<file path="src/rtl/dtree_pkg.sv">
// Shared types, default widths and node-table helpers for the decision-tree sequencer.
package dtree_pkg;

  localparam int N_FEAT_D    = 7;
  localparam int FEAT_W_D    = 8;
  localparam int CLASS_W_D   = 5;
  localparam int N_NODES_D   = 16;
  localparam int MAX_DEPTH_D = 15;

  localparam int IDX_W   = $clog2(N_FEAT_D);
  // keep holds 1..FEAT_W, so it needs one bit more than log2(FEAT_W)
  localparam int KEEP_W  = $clog2(FEAT_W_D) + 1;
  // Child pointers carry one extra bit so an out-of-table child is representable
  localparam int CHILD_W = $clog2(N_NODES_D) + 1;

  typedef enum logic [1:0] {
    ST_LOAD = 2'd0,
    ST_WALK = 2'd1,
    ST_DONE = 2'd2
  } state_t;

  typedef struct packed {
    logic                       is_leaf;
    logic [IDX_W-1:0]           feat_idx;
    logic [KEEP_W-1:0]          keep;
    logic signed [FEAT_W_D-1:0] thr;
    logic [CHILD_W-1:0]         left;
    logic [CHILD_W-1:0]         right;
    logic [CLASS_W_D-1:0]       cls;
  } node_t;

  typedef node_t [N_NODES_D-1:0] node_tbl_t;

  function automatic node_t mk_split(int f, int k, int t, int l, int r);
    node_t n;
    n          = '0;
    n.feat_idx = IDX_W'(f);
    n.keep     = KEEP_W'(k);
    n.thr      = FEAT_W_D'(t);
    n.left     = CHILD_W'(l);
    n.right    = CHILD_W'(r);
    return n;
  endfunction

  function automatic node_t mk_leaf(int c);
    node_t n;
    n         = '0;
    n.is_leaf = 1'b1;
    n.cls     = CLASS_W_D'(c);
    return n;
  endfunction

  // Small reference tree: feature 6, top 3 bits, <= 0 -> class 5, else class 9
  function automatic node_tbl_t default_table();
    node_tbl_t t;
    t    = '0;
    t[0] = mk_split(6, 3, 0, 1, 2);
    t[1] = mk_leaf(5);
    t[2] = mk_leaf(9);
    return t;
  endfunction

endpackage

</file>
<file path="src/rtl/dtree_node_rom.sv">
// Combinational node table, contents fixed by parameter at elaboration.
module dtree_node_rom
  import dtree_pkg::*;
#(
  parameter int        N_NODES    = N_NODES_D,
  parameter node_tbl_t NODE_TABLE = default_table()
) (
  input  logic [$clog2(N_NODES)-1:0] node_idx_i,
  output node_t                      node_o
);

  // Pure table lookup of the current node
  always_comb node_o = NODE_TABLE[node_idx_i];

endmodule

</file>
<file path="src/rtl/dtree_seq_ctrl.sv">
// Decision-tree classifier sequencer: loads one feature vector, walks the node
// table one node per cycle through a single shared comparator, holds the result.
//
// state   | meaning
// --------+-----------------------------------------------------------
// LOAD    | accepting feature words into feat_q, cnt counts transfers
// WALK    | evaluating one node per cycle, depth tracks comparisons
// DONE    | result held on res_*, waiting for res_ready
module dtree_seq_ctrl
  import dtree_pkg::*;
#(
  parameter int        N_FEAT     = N_FEAT_D,
  parameter int        FEAT_W     = FEAT_W_D,
  parameter int        CLASS_W    = CLASS_W_D,
  parameter int        N_NODES    = N_NODES_D,
  parameter int        MAX_DEPTH  = MAX_DEPTH_D,
  parameter node_tbl_t NODE_TABLE = default_table()
) (
  input  logic               clk,
  input  logic               rst_n,
  input  logic               feat_valid,
  output logic               feat_ready,
  input  logic [FEAT_W-1:0]  feat_data,
  output logic               res_valid,
  input  logic               res_ready,
  output logic [CLASS_W-1:0] res_class,
  output logic               res_err,
  output logic               busy
);

  localparam int NID_W   = $clog2(N_NODES);
  localparam int DEPTH_W = $clog2(MAX_DEPTH + 1);
  localparam int CNT_W   = $clog2(N_FEAT);

  state_t               state_q;
  logic [CNT_W-1:0]     cnt_q;
  logic [NID_W-1:0]     node_q;
  logic                 bad_q;
  logic [DEPTH_W-1:0]   depth_q;
  logic [FEAT_W-1:0]    feat_q [N_FEAT];
  logic                 feat_ready_q;
  logic                 res_valid_q;
  logic [CLASS_W-1:0]   res_class_q;
  logic                 res_err_q;
  logic                 busy_q;

  node_t                cur;
  logic [FEAT_W-1:0]    feat_sel;
  logic [KEEP_W-1:0]    shamt;
  logic signed [FEAT_W-1:0] feat_ext;
  logic                 go_left;
  logic [CHILD_W-1:0]   nxt_child;
  logic                 child_oob;

  dtree_node_rom #(
    .N_NODES    (N_NODES),
    .NODE_TABLE (NODE_TABLE)
  ) u_rom (
    .node_idx_i (node_q),
    .node_o     (cur)
  );

  // Shared comparator: truncate the selected feature to its top keep bits
  // (arithmetic shift keeps the sign), then compare signed against thr.
  always_comb begin
    feat_sel = '0;
    if (int'(cur.feat_idx) < N_FEAT) feat_sel = feat_q[cur.feat_idx];
    // keep of 0 or above FEAT_W is malformed; fall back to the sign bit only
    if (cur.keep == '0 || int'(cur.keep) > FEAT_W) shamt = KEEP_W'(FEAT_W - 1);
    else                                           shamt = KEEP_W'(FEAT_W) - cur.keep;
    feat_ext  = $signed(feat_sel) >>> shamt;
    go_left   = (feat_ext <= $signed(cur.thr));
    nxt_child = go_left ? cur.left : cur.right;
    child_oob = (nxt_child >= CHILD_W'(N_NODES));
  end

  // Sequencer FSM with registered handshake and result outputs
  always_ff @(posedge clk or negedge rst_n) begin
    if (!rst_n) begin
      state_q      <= ST_LOAD;
      cnt_q        <= '0;
      node_q       <= '0;
      bad_q        <= 1'b0;
      depth_q      <= '0;
      feat_ready_q <= 1'b1;
      res_valid_q  <= 1'b0;
      res_class_q  <= '0;
      res_err_q    <= 1'b0;
      busy_q       <= 1'b0;
      for (int i = 0; i < N_FEAT; i++) feat_q[i] <= '0;
    end else begin
      case (state_q)
        ST_LOAD: begin
          if (feat_valid) begin
            feat_q[cnt_q] <= feat_data;
            if (cnt_q == CNT_W'(N_FEAT - 1)) begin
              cnt_q        <= '0;
              node_q       <= '0;
              bad_q        <= 1'b0;
              depth_q      <= '0;
              feat_ready_q <= 1'b0;
              busy_q       <= 1'b1;
              state_q      <= ST_WALK;
            end else begin
              cnt_q <= cnt_q + 1'b1;
            end
          end
        end
        ST_WALK: begin
          // An out-of-table child was taken last cycle: same outcome as depth exhaustion
          if (bad_q || (!cur.is_leaf && depth_q == DEPTH_W'(MAX_DEPTH))) begin
            res_class_q <= '0;
            res_err_q   <= 1'b1;
            res_valid_q <= 1'b1;
            state_q     <= ST_DONE;
          end else if (cur.is_leaf) begin
            res_class_q <= cur.cls;
            res_err_q   <= 1'b0;
            res_valid_q <= 1'b1;
            state_q     <= ST_DONE;
          end else begin
            depth_q <= depth_q + 1'b1;
            if (child_oob) bad_q  <= 1'b1;
            else           node_q <= nxt_child[NID_W-1:0];
          end
        end
        ST_DONE: begin
          if (res_ready) begin
            res_valid_q  <= 1'b0;
            feat_ready_q <= 1'b1;
            busy_q       <= 1'b0;
            cnt_q        <= '0;
            state_q      <= ST_LOAD;
          end
        end
        default: begin
          state_q      <= ST_LOAD;
          feat_ready_q <= 1'b1;
          res_valid_q  <= 1'b0;
          busy_q       <= 1'b0;
          cnt_q        <= '0;
        end
      endcase
    end
  end

  assign feat_ready = feat_ready_q;
  assign res_valid  = res_valid_q;
  assign res_class  = res_class_q;
  assign res_err    = res_err_q;
  assign busy       = busy_q;

endmodule
</file>
<file path="config.mk">
export PLATFORM = sky130hd
export DESIGN_NAME = dtree_seq_ctrl
export DESIGN_NICKNAME = d
export VERILOG_FILES = /design/src/rtl/dtree_pkg.sv /design/src/rtl/dtree_node_rom.sv /design/src/rtl/dtree_seq_ctrl.sv
export SDC_FILE = /design/constraint.sdc
export NUM_CORES = 1
export LEC_CHECK = 0
export BUFFER_PORTS_ARGS = -buffer_cell sky130_fd_sc_hd__buf_2
export CORE_AREA = 2 2 93 95
export DETAILED_ROUTE_END_ITERATION = 10
export DIE_AREA = 0 0 95 97
export GPL_TIMING_DRIVEN = 0
export PLACE_DENSITY = 0.77
export SYNTH_ARGS = -nofsm -noshare
export SYNTH_HDL_FRONTEND = slang
export SYNTH_HIERARCHICAL = 1
export SYNTH_SLANG_ARGS = --single-unit
</file>
<file path="constraint.sdc">
create_clock -name clk -period 3.7 [get_ports clk]
set_input_delay 0.185 -clock clk [delete_from_list [all_inputs] [get_ports clk]]
set_output_delay 0.185 -clock clk [all_outputs]
set_load 0.01 [all_outputs]
</file>
# After elaboration in Yosys (flattened, before gate mapping)

Memories as Yosys holds them, arrays and structs flattened.
Index checks and enable logic that the tools add are counted.

Multiplexer cells: 48
Shifts and indexed selects: 1
Equality and inequality tests: 12
$lt $le $gt $ge: 8
Multiply operators: 0
Bitwise operators: 4
Div/mod/pow operators: 0
Reduce and logical (&&, ||, !) cells: 18
Add/subtract/negate cells: 3

Operators with widths:

| kind                                                       | number |
|---|---|
| bitwise mux 56 bit                                         | 1 |
| 2-to-1 mux 4 bit                                           | 8 |
| 2-to-1 mux 8 bit                                           | 4 |
| 2-to-1 mux 31 bit                                          | 1 |
| binary-select mux 8 bit (select 3 bit)                     | 1 |
| demux 8 bit (select 3 bit)                                 | 1 |
| case mux 4 bit (2 select lines)                            | 2 |
| 2-to-1 mux 5 bit                                           | 3 |
| inequality test 2 bit, second input constant               | 7 |
| 2-to-1 mux 1 bit                                           | 13 |
| AND reduction 6 bit                                        | 2 |
| 2-to-1 mux 2 bit                                           | 5 |
| 2-to-1 mux 3 bit                                           | 3 |
| case mux 1 bit (3 select lines)                            | 3 |
| case mux 3 bit (3 select lines)                            | 1 |
| >= comparator 4 bit, second input constant                 | 2 |
| <= comparator 8 bit                                        | 1 |
| NOT 3 -> 4 bit                                             | 2 |
| AND reduction 4 bit                                        | 2 |
| >>> shifter 8 x 4 -> 8 bit                                 | 1 |
| case mux 2 bit (3 select lines)                            | 1 |
| AND reduction 3 bit                                        | 2 |
| >= comparator 5 bit, second input constant                 | 1 |
| less-than comparator 4 x 5 -> 1 bit, second input constant | 1 |
| 21 further kinds                                           | 26 |

Memories: 1
Bits in latches: 0
Output and inout port bits: 9
Register bits after elaboration: 79
ROM bits: 496
Input port bits: 12
RAM bits: 0
Word-level logic and storage cells: 112

Memory list:

| name            | depth | width | rd ports | clocked after memory_dff | wr ports | RTL line             | source |
|---|---|---|---|---|---|---|---|
| (no name shown) | 16    | 31    | 1        | 0                        | 0        | dtree_node_rom.sv:13 | `always_comb node_o = NODE_TABLE[node_idx_i];` |

# Logic depth before layout (Yosys ltp)

Gate-level depths: netlist of the first run.

Word-level depth: 15
Gate-level depth with buffers: 22
Depth with buffers taken out: 18

# Cells and area by module

Netlist of the first run, hierarchy kept.

Modules (own cells, without submodules):

| module         | times used | cells each | area each (um2) |
|---|---|---|---|
| dtree_seq_ctrl | 1          | 392        | 4347.9 |
| dtree_node_rom | 1          | 37         | 281.5 |

# Least setup slack after synthesis of the first run

OpenSTA, ideal clock, no wires.

Kind: register to register
From: register node_q[0]
To: register node_q[0]
Arrival: 3.934 ns
Clock period less this slack: 4.077 ns
Required time: 3.557 ns
Setup time: 0.143 ns
Stages on the path, launching flop included: 22
Path slack: -0.377 ns
Cells stage by stage: dfrtp_1 > inv_1 > ha_1 > nor3b_1 > buf_4 > buf_6 > inv_1 > ha_1 > nor2b_4 > xnor2_1 > nand2b_1 > clkbuf_2 > o2bb2ai_1 > a32o_1 > a221oi_1 > ha_1 > nand4_1 > nor2_1 > a211o_1 > and3b_1 > o21ai_0 > o22ai_1

RTL lines:

| element                  | RTL line              | source |
|---|---|---|
| start: declaration       | dtree_seq_ctrl.sv:37  | `logic [NID_W-1:0] node_q;` |
| start signal: assignment | dtree_seq_ctrl.sv:124 | `else node_q <= nxt_child[NID_W-1:0];` |

==> results of run 1 <==
## final cells by class
cell class	instances	area (um2)	area share (%)
plain buffers	40	305	5.30
clock buffers	10	128	2.22
clock inverters	6	92.6	1.61
inverters	18	75.1	1.30
multi-input cells	310	2550	44.3
flip-flops and latches	79	1980	34.4
well taps	105	131	2.28
repair buffers	67	494	8.59
## state kept, by name, summed over array words and instances (netlist names)
name	count
bad_q	1
feat_ready	1
state_q	2
cnt_q	3
res_class	5
depth_q	4
feat_q	56
res_valid	1
node_q	4
busy	1
res_err	1
## Yosys cell counts, types with 5 or more instances
cell       count  area, um2
mux2_2        51        574
nand3b_1       5       37.5
buf_4         28        210
nand3_1       10       50.1
a21oi_1        9       45.0
mux2i_1       25        250
nor2b_1       12       75.1
inv_1         18       67.6
o21ai_0       15       75.1
o2bb2ai_1      5       43.8
dfrtp_1       78       1950
nand2_1       53        199
nor2_1        18       67.6
ha_1          13        163
a22o_1         5       43.8
mux4_1         6        158
## through the flow
step | util (%) | setup WS [ns] | hold slack, ns | instances
floorplan | - | -0.0144 | -0.111 | 449
global placement | 61.6 | -0.710 | 0.428 | 574
detailed placement | 61.9 | -0.854 | 0.153 | 575
CTS | 69.9 | -0.366 | 0.0743 | 633
global route | 70.8 | -0.546 | 0.0989 | 635
finish | 70.8 | -0.405 | 0.0757 | 635
## what timing repair did
action | in CTS | in global routing
setup endpoints to repair | 5 | 6
cloned | 0 | 0
buffers inserted | 43 | 8
gates resized for setup | 24 | 16
pin swaps | 16 | 8
hold endpoints to repair | 29 | 0
hold buffers | 1 | 0
## power by group through the flow
stage                     clock [mW]  sequential (mW)  combinational, mW
after floorplan                    0             1.44               2.28
after global placement             0             1.46               2.74
after detailed placement           0             1.49               2.86
after CTS                      0.722             1.47               3.50
after global routing           0.772             1.53               4.11
final                          0.716             1.48               3.81
## cells by family (layout without fill, tap and decap cells)
logic type                 Yosys count  count (layout)  share of synthesized area, %
xor gates and xnor gates             3               3                         0.568
DFF                                 79              79                          42.7
buffers and inverters               60             141                          7.78
adders and majority gates           13              13                          3.51
other                                1              21                        0.0810
and+or+nand+nor                    124             124                          13.1
AOI/OAI and AO/OA                   65              65                          10.0
muxes                               84              84                          22.2
## worst min path at each step
stage | endpoint | slack [ns] | cells after the start | start
global route | feat_q[3]$_DFFE_PN0P_ | 0.1 | 3 | feat_data[3]
CTS | feat_ready$_DFFE_PN1P_ | 0.07 | 3 | res_ready
global placement | feat_ready$_DFFE_PN1P_ | 0.43 | 3 | res_ready
floorplan | bad_q$_DFFE_PN0P_ | -0.11 | 0 | rst_n
finish | feat_ready$_DFFE_PN1P_ | 0.08 | 3 | res_ready
detailed placement | cnt_q[2]$_DFFE_PN0P_ | 0.15 | 1 | rst_n
## worst max-delay path: stages, from the launching register on
cell     delay (ns)
dfrtp_1        0.38
inv_2          0.07
ha_4           0.16
nor3b_4        0.15
buf_6          0.14
buf_8          0.12
inv_6          0.05
ha_4           0.14
nor2b_4        0.24
mux2i_4        0.38
mux2i_1        0.13
mux2i_1        0.27
o21ai_1        0.12
o221a_2        0.26
ha_4           0.21
nand4_1        0.08
nor2_2         0.06
a211o_1        0.29
and3b_2        0.27
a211o_4        0.36
o22ai_2        0.15
## routing by layer
layer	global-route usage (%)	vias up	wire (um)
li1	-	1692	-
met1	32.3	1801	4660
met2	40.4	83	5420
met3	4.83	22	333
met4	8.47	0	233
met5	0	-	0
==> run_results.csv, run 1 <==
group,metric,value,unit
grt,grt_pass1_wl,17.6,mm
worst_setup_path,r2r_setup_slack,-0.41,ns
yosys,netlist_area,4630,um2
worst_setup_path,endpoint_kind,"flop",
layout,fin_nets,550,
yosys,synth_seq_cells,79,
sta,fin_skew,0.0227,ns
grt,overflow,0,
sta,max-slew-margin-rel,63.9,%
placed_design,dp_hpwl,6.68,mm
yosys,synthFlopType,"dfrtp_1",
grt,gr-usage-all-layers,24.5,%
sta,setup_viol,5,
yosys,ys_types,57,
layout,area_growth,24.4,%
sta,rsz0062_at_grt,"true",
cts,cts_buffers,9,
floorplanning,boundaryPins,21,
power,p_comb_share,63.4,%
worst_setup_path,crit_end,"node_q[1]$_DFFE_PN0P_",
floorplanning,initial_core_util,56.9,%
sta,final_hold_viol_count,0,
floorplanning,core,8130,um2
route,vias,3598,
route,wirelength,10.6,mm
yosys,async_reset_ff_share,100,%
outcome,status,"finished with violations",
route,ant_nets,0,
cts,cts.htree.levels,3,
layout,fill_cells,584,
sta,setup_tns,-1.81,ns
yosys,syn-instance-count,429,
route,vias_per_cell,5.67,
worst_setup_path,crit_type,"reg2reg",
worst_setup_path,cp_max_fo,6,
floorplanning,rows,33,
cts,cts_tree,"built",
layout,layout_commonest_cell,"dfrtp_1",
placed_design,portBuffers,20,
cts,clockBufferDepth,2,
layout,drive_gt1_share,39.2,%
worst_hold_path,hp-class,"in2reg",
floorplanning,die_w,95,um
route,routedWlPerCell,16.8,um
route,initialDrtViolationCount,234,
sta,post-route-worst-setup-slack,-0.405,ns
route,dr.pass1.iters,5,
cts,path_clk_slew,0.08,ns
placed_design,place_area,5040,um2
worst_setup_path,worst_setup_path_start_kind,"flop",
worst_setup_path,cp.arrival,4.38,ns
power,peakVddDrop,0.000502,V
yosys,ys_warn_count,6,
cts,clkLatencyLatePin,0.36,ns
worst_setup_path,r2r_start,"node_q[0]$_DFFE_PN0P_",
floorplanning,die_y,97,um
grt,grt_max_degree,50,
power,p_leak,2.75,nW
outcome,violations,"setup timing",
sta,period_share,111,%
grt,antenna_found_initial,0,
worst_setup_path,r2r_cells,20,
power,powerDensity,1040,nW/um2
sta,tightest_slew,0.540,ns
grt,grt_pass1_vias,3736,
yosys,synth_edf_count,0,
sta,finalMaxSlewViolations,0,
layout,fin_area,5760,um2
sta,period_minus_slack,4.11,ns
job,drv_cap,0,
power,p_sw,2.36,mW
layout,layout_common_cells,"dfrtp_1, buf_4, nand2_1, mux2_2, buf_2",
cts,clock-sinks,79,
power,internal_power,3.64,mW
floorplanning,die_area,9220,um2
route,route.detailed.drc,0,
yosys,avgSynthCellArea,10.8,um2
layout,diodes,0,
yosys,yosysSeqAreaShare,42.7,%
placed_design,gp_congestion,0.855,
worst_setup_path,rr_endpoint,"node_q[1]$_DFFE_PN0P_",
worst_setup_path,critPathRequiredTime,3.97,ns
power,power,6.00,mW
worst_setup_path,startpoint,"node_q[0]$_DFFE_PN0P_",
cts,root_buffer,"clkbuf_8",
power,pwr-share-seq,24.6,%
power,p_sw_share,39.4,%
sta,max_freq,244,MHz
power,clockPowerShare,11.9,%
(Power assumes the default switching activity.)
==> run 2: changes to the inputs <==
- PLACE_DENSITY: 0.77 -> unset
- PLACE_DENSITY_LB_ADDON: unset -> 0.2
- REMOVE_ABC_BUFFERS: unset -> 1
==> run_results.csv, run 2 (synthesis gave the netlist of run 1 again) <==
group,metric,value,unit
layout,diodes,0,
placed_design,portBuffers,20,
grt,antenna_found_initial,0,
layout,fill_cells,659,
route,initialDrtViolationCount,148,
outcome,violations,"setup timing",
layout,fin_nets,487,
sta,timing.hold.ws,0.0670,ns
placed_design,dp_hpwl,6.14,mm
worst_setup_path,cp.arrival,4.25,ns
sta,setup_tns,-1.10,ns
worst_setup_path,endpoint_kind,"flop",
sta,period_share,107,%
floorplanning,initial_core_util,56.9,%
placed_design,place_area,4710,um2
route,dr.pass1.iters,4,
layout,layout_commonest_cell,"dfrtp_1",
power,clockPowerShare,13.8,%
job,drv_cap,0,
power,internal_power,3.32,mW
worst_setup_path,worst_setup_path_start_kind,"flop",
power,power,5.46,mW
power,p_sw_share,39.2,%
placed_design,gp_congestion,0.888,
sta,max_freq,252,MHz
cts,cts.htree.levels,3,
worst_setup_path,critPathRequiredTime,3.97,ns
floorplanning,core,8130,um2
sta,fin_skew,0.00616,ns
route,ant_nets,0,
worst_hold_path,hp-class,"in2reg",
cts,clock-sinks,79,
sta,rsz0062_at_grt,"true",
grt,grt_pass1_vias,3102,
cts,path_clk_slew,0.08,ns
layout,fin_area,5250,um2
cts,clockBufferDepth,2,
floorplanning,die_w,95,um
power,p_comb_share,58.6,%
layout,area_growth,13.3,%
power,peakVddDrop,0.000420,V
grt,gr-usage-all-layers,21.5,%
grt,overflow,0,
floorplanning,boundaryPins,21,
cts,root_buffer,"clkbuf_8",
power,powerDensity,1040,nW/um2
route,vias,3214,
sta,tightest_slew,0.604,ns
route,wirelength,9.31,mm
layout,layout_common_cells,"dfrtp_1, nand2_1, mux2_2, mux2i_1, conb_1",
sta,period_minus_slack,3.97,ns
cts,cts_buffers,9,
floorplanning,rows,33,
sta,max-slew-margin-rel,59.6,%
layout,top_register,"feat_q",
power,p_sw,2.14,mW
grt,grt_pass1_wl,15.4,mm
cts,cts_tree,"built",
floorplanning,die_y,97,um
sta,final_hold_viol_count,0,
layout,drive_gt1_share,31.0,%
power,pwr-share-seq,27.6,%
outcome,status,"finished with violations",
sta,setup_viol,5,
worst_setup_path,cp_max_fo,8,
floorplanning,die_area,9220,um2
sta,post-route-worst-setup-slack,-0.273,ns
placed_design,place_ws,-1.30,ns
route,routedWlPerCell,16.3,um
grt,grt_max_degree,60,
layout,largest_reg_flops,56,
sta,finalMaxSlewViolations,0,
worst_setup_path,crit_type,"reg2reg",
cts,clkLatencyLatePin,0.35,ns
route,vias_per_cell,5.62,
power,p_leak,2.43,nW
route,route.detailed.drc,0,
## run 2: cell types whose count changed in the layout (fill, tap and decap cells not counted), moves of 2 or more
cell and change:
buf_4 -51, buf_2 -5, clkbuf_1 -4, clkbuf_8 +2
inv_6 -2, mux4_1 -2, mux4_2 +2, nor2b_4 -2
## run 2: area by class of cell
cell class              count  area, um2  area share (%)
well taps                 105        131            2.50
inverters                  18       72.6            1.38
repair buffers             44        320            6.11
flip-flops and latches     79       1980            37.7
clock buffers              12        165            3.15
multi-input cells         310       2500            47.7
clock inverters             4       76.3            1.46
## run 2: path summary, 6_finish.rpt
path | from | to | slack [ns] | depth (start not counted)
max in group asynchronous | rst_n | feat_ready$_DFFE_PN1P_ | 2.82 | 3
min in group asynchronous | rst_n | feat_q[33]$_DFFE_PN0P_ | 0.26 | 2
min | res_ready | feat_ready$_DFFE_PN1P_ | 0.07 | 3
max reg2reg | node_q[1]$_DFFE_PN0P_ | node_q[0]$_DFFE_PN0P_ | -0.27 | 19
min reg2reg | feat_ready$_DFFE_PN1P_ | feat_ready$_DFFE_PN1P_ | 0.48 | 2
max | node_q[1]$_DFFE_PN0P_ | node_q[0]$_DFFE_PN0P_ | -0.27 | 19
## run 2: power by group through the flow
| stage | clock [mW] | sequential [mW] | combinational, mW |
|---|---|---|---|
| floorplan | 0 | 1.45 | 1.98 |
| global placement | 0 | 1.48 | 2.08 |
| detailed placement | 0 | 1.51 | 2.52 |
| CTS | 0.767 | 1.50 | 2.73 |
| global route | 0.810 | 1.56 | 3.52 |
| finish | 0.752 | 1.51 | 3.20 |
## run 2: metal layers
layer / track usage (%) / share of wire [%] / up-vias
met5: 0 / 0 / -
met1: 32.1 / 49 / 1603
met2: 32.1 / 47 / 32
met4: 6.47 / 1.2 / 0
li1: - / - / 1566
met3: 3.74 / 2.2 / 13
## run 2: stage by stage
step                      cells  utilization [%]
after global placement      532             57.1
final                       572             64.5
after global routing        572             64.5
after CTS                   560             62.1
after detailed placement    536             57.9
after floorplan             407                -
## run 2: what timing repair did
action,in CTS,in global routing
endpoints found under the hold margin,20,0
endpoints found under the setup margin,5,5
setup buffers,7,12
gates resized for setup,8,33
hold buffers,1,0
pin swaps,3,14
## run 2: critical path, cell delays in order, from the launching register on
cell     delay, ns
dfrtp_1       0.40
inv_2         0.05
ha_2          0.16
nor3b_4       0.16
buf_6         0.15
inv_4         0.06
ha_4          0.15
nor2b_4       0.21
mux2i_4       0.36
mux2i_1       0.12
mux2i_1       0.26
o21ai_1       0.13
o221a_2       0.26
ha_4          0.21
nand4_1       0.09
nor2_2        0.06
a211o_1       0.27
and3b_2       0.26
a211o_4       0.36
o22ai_2       0.17
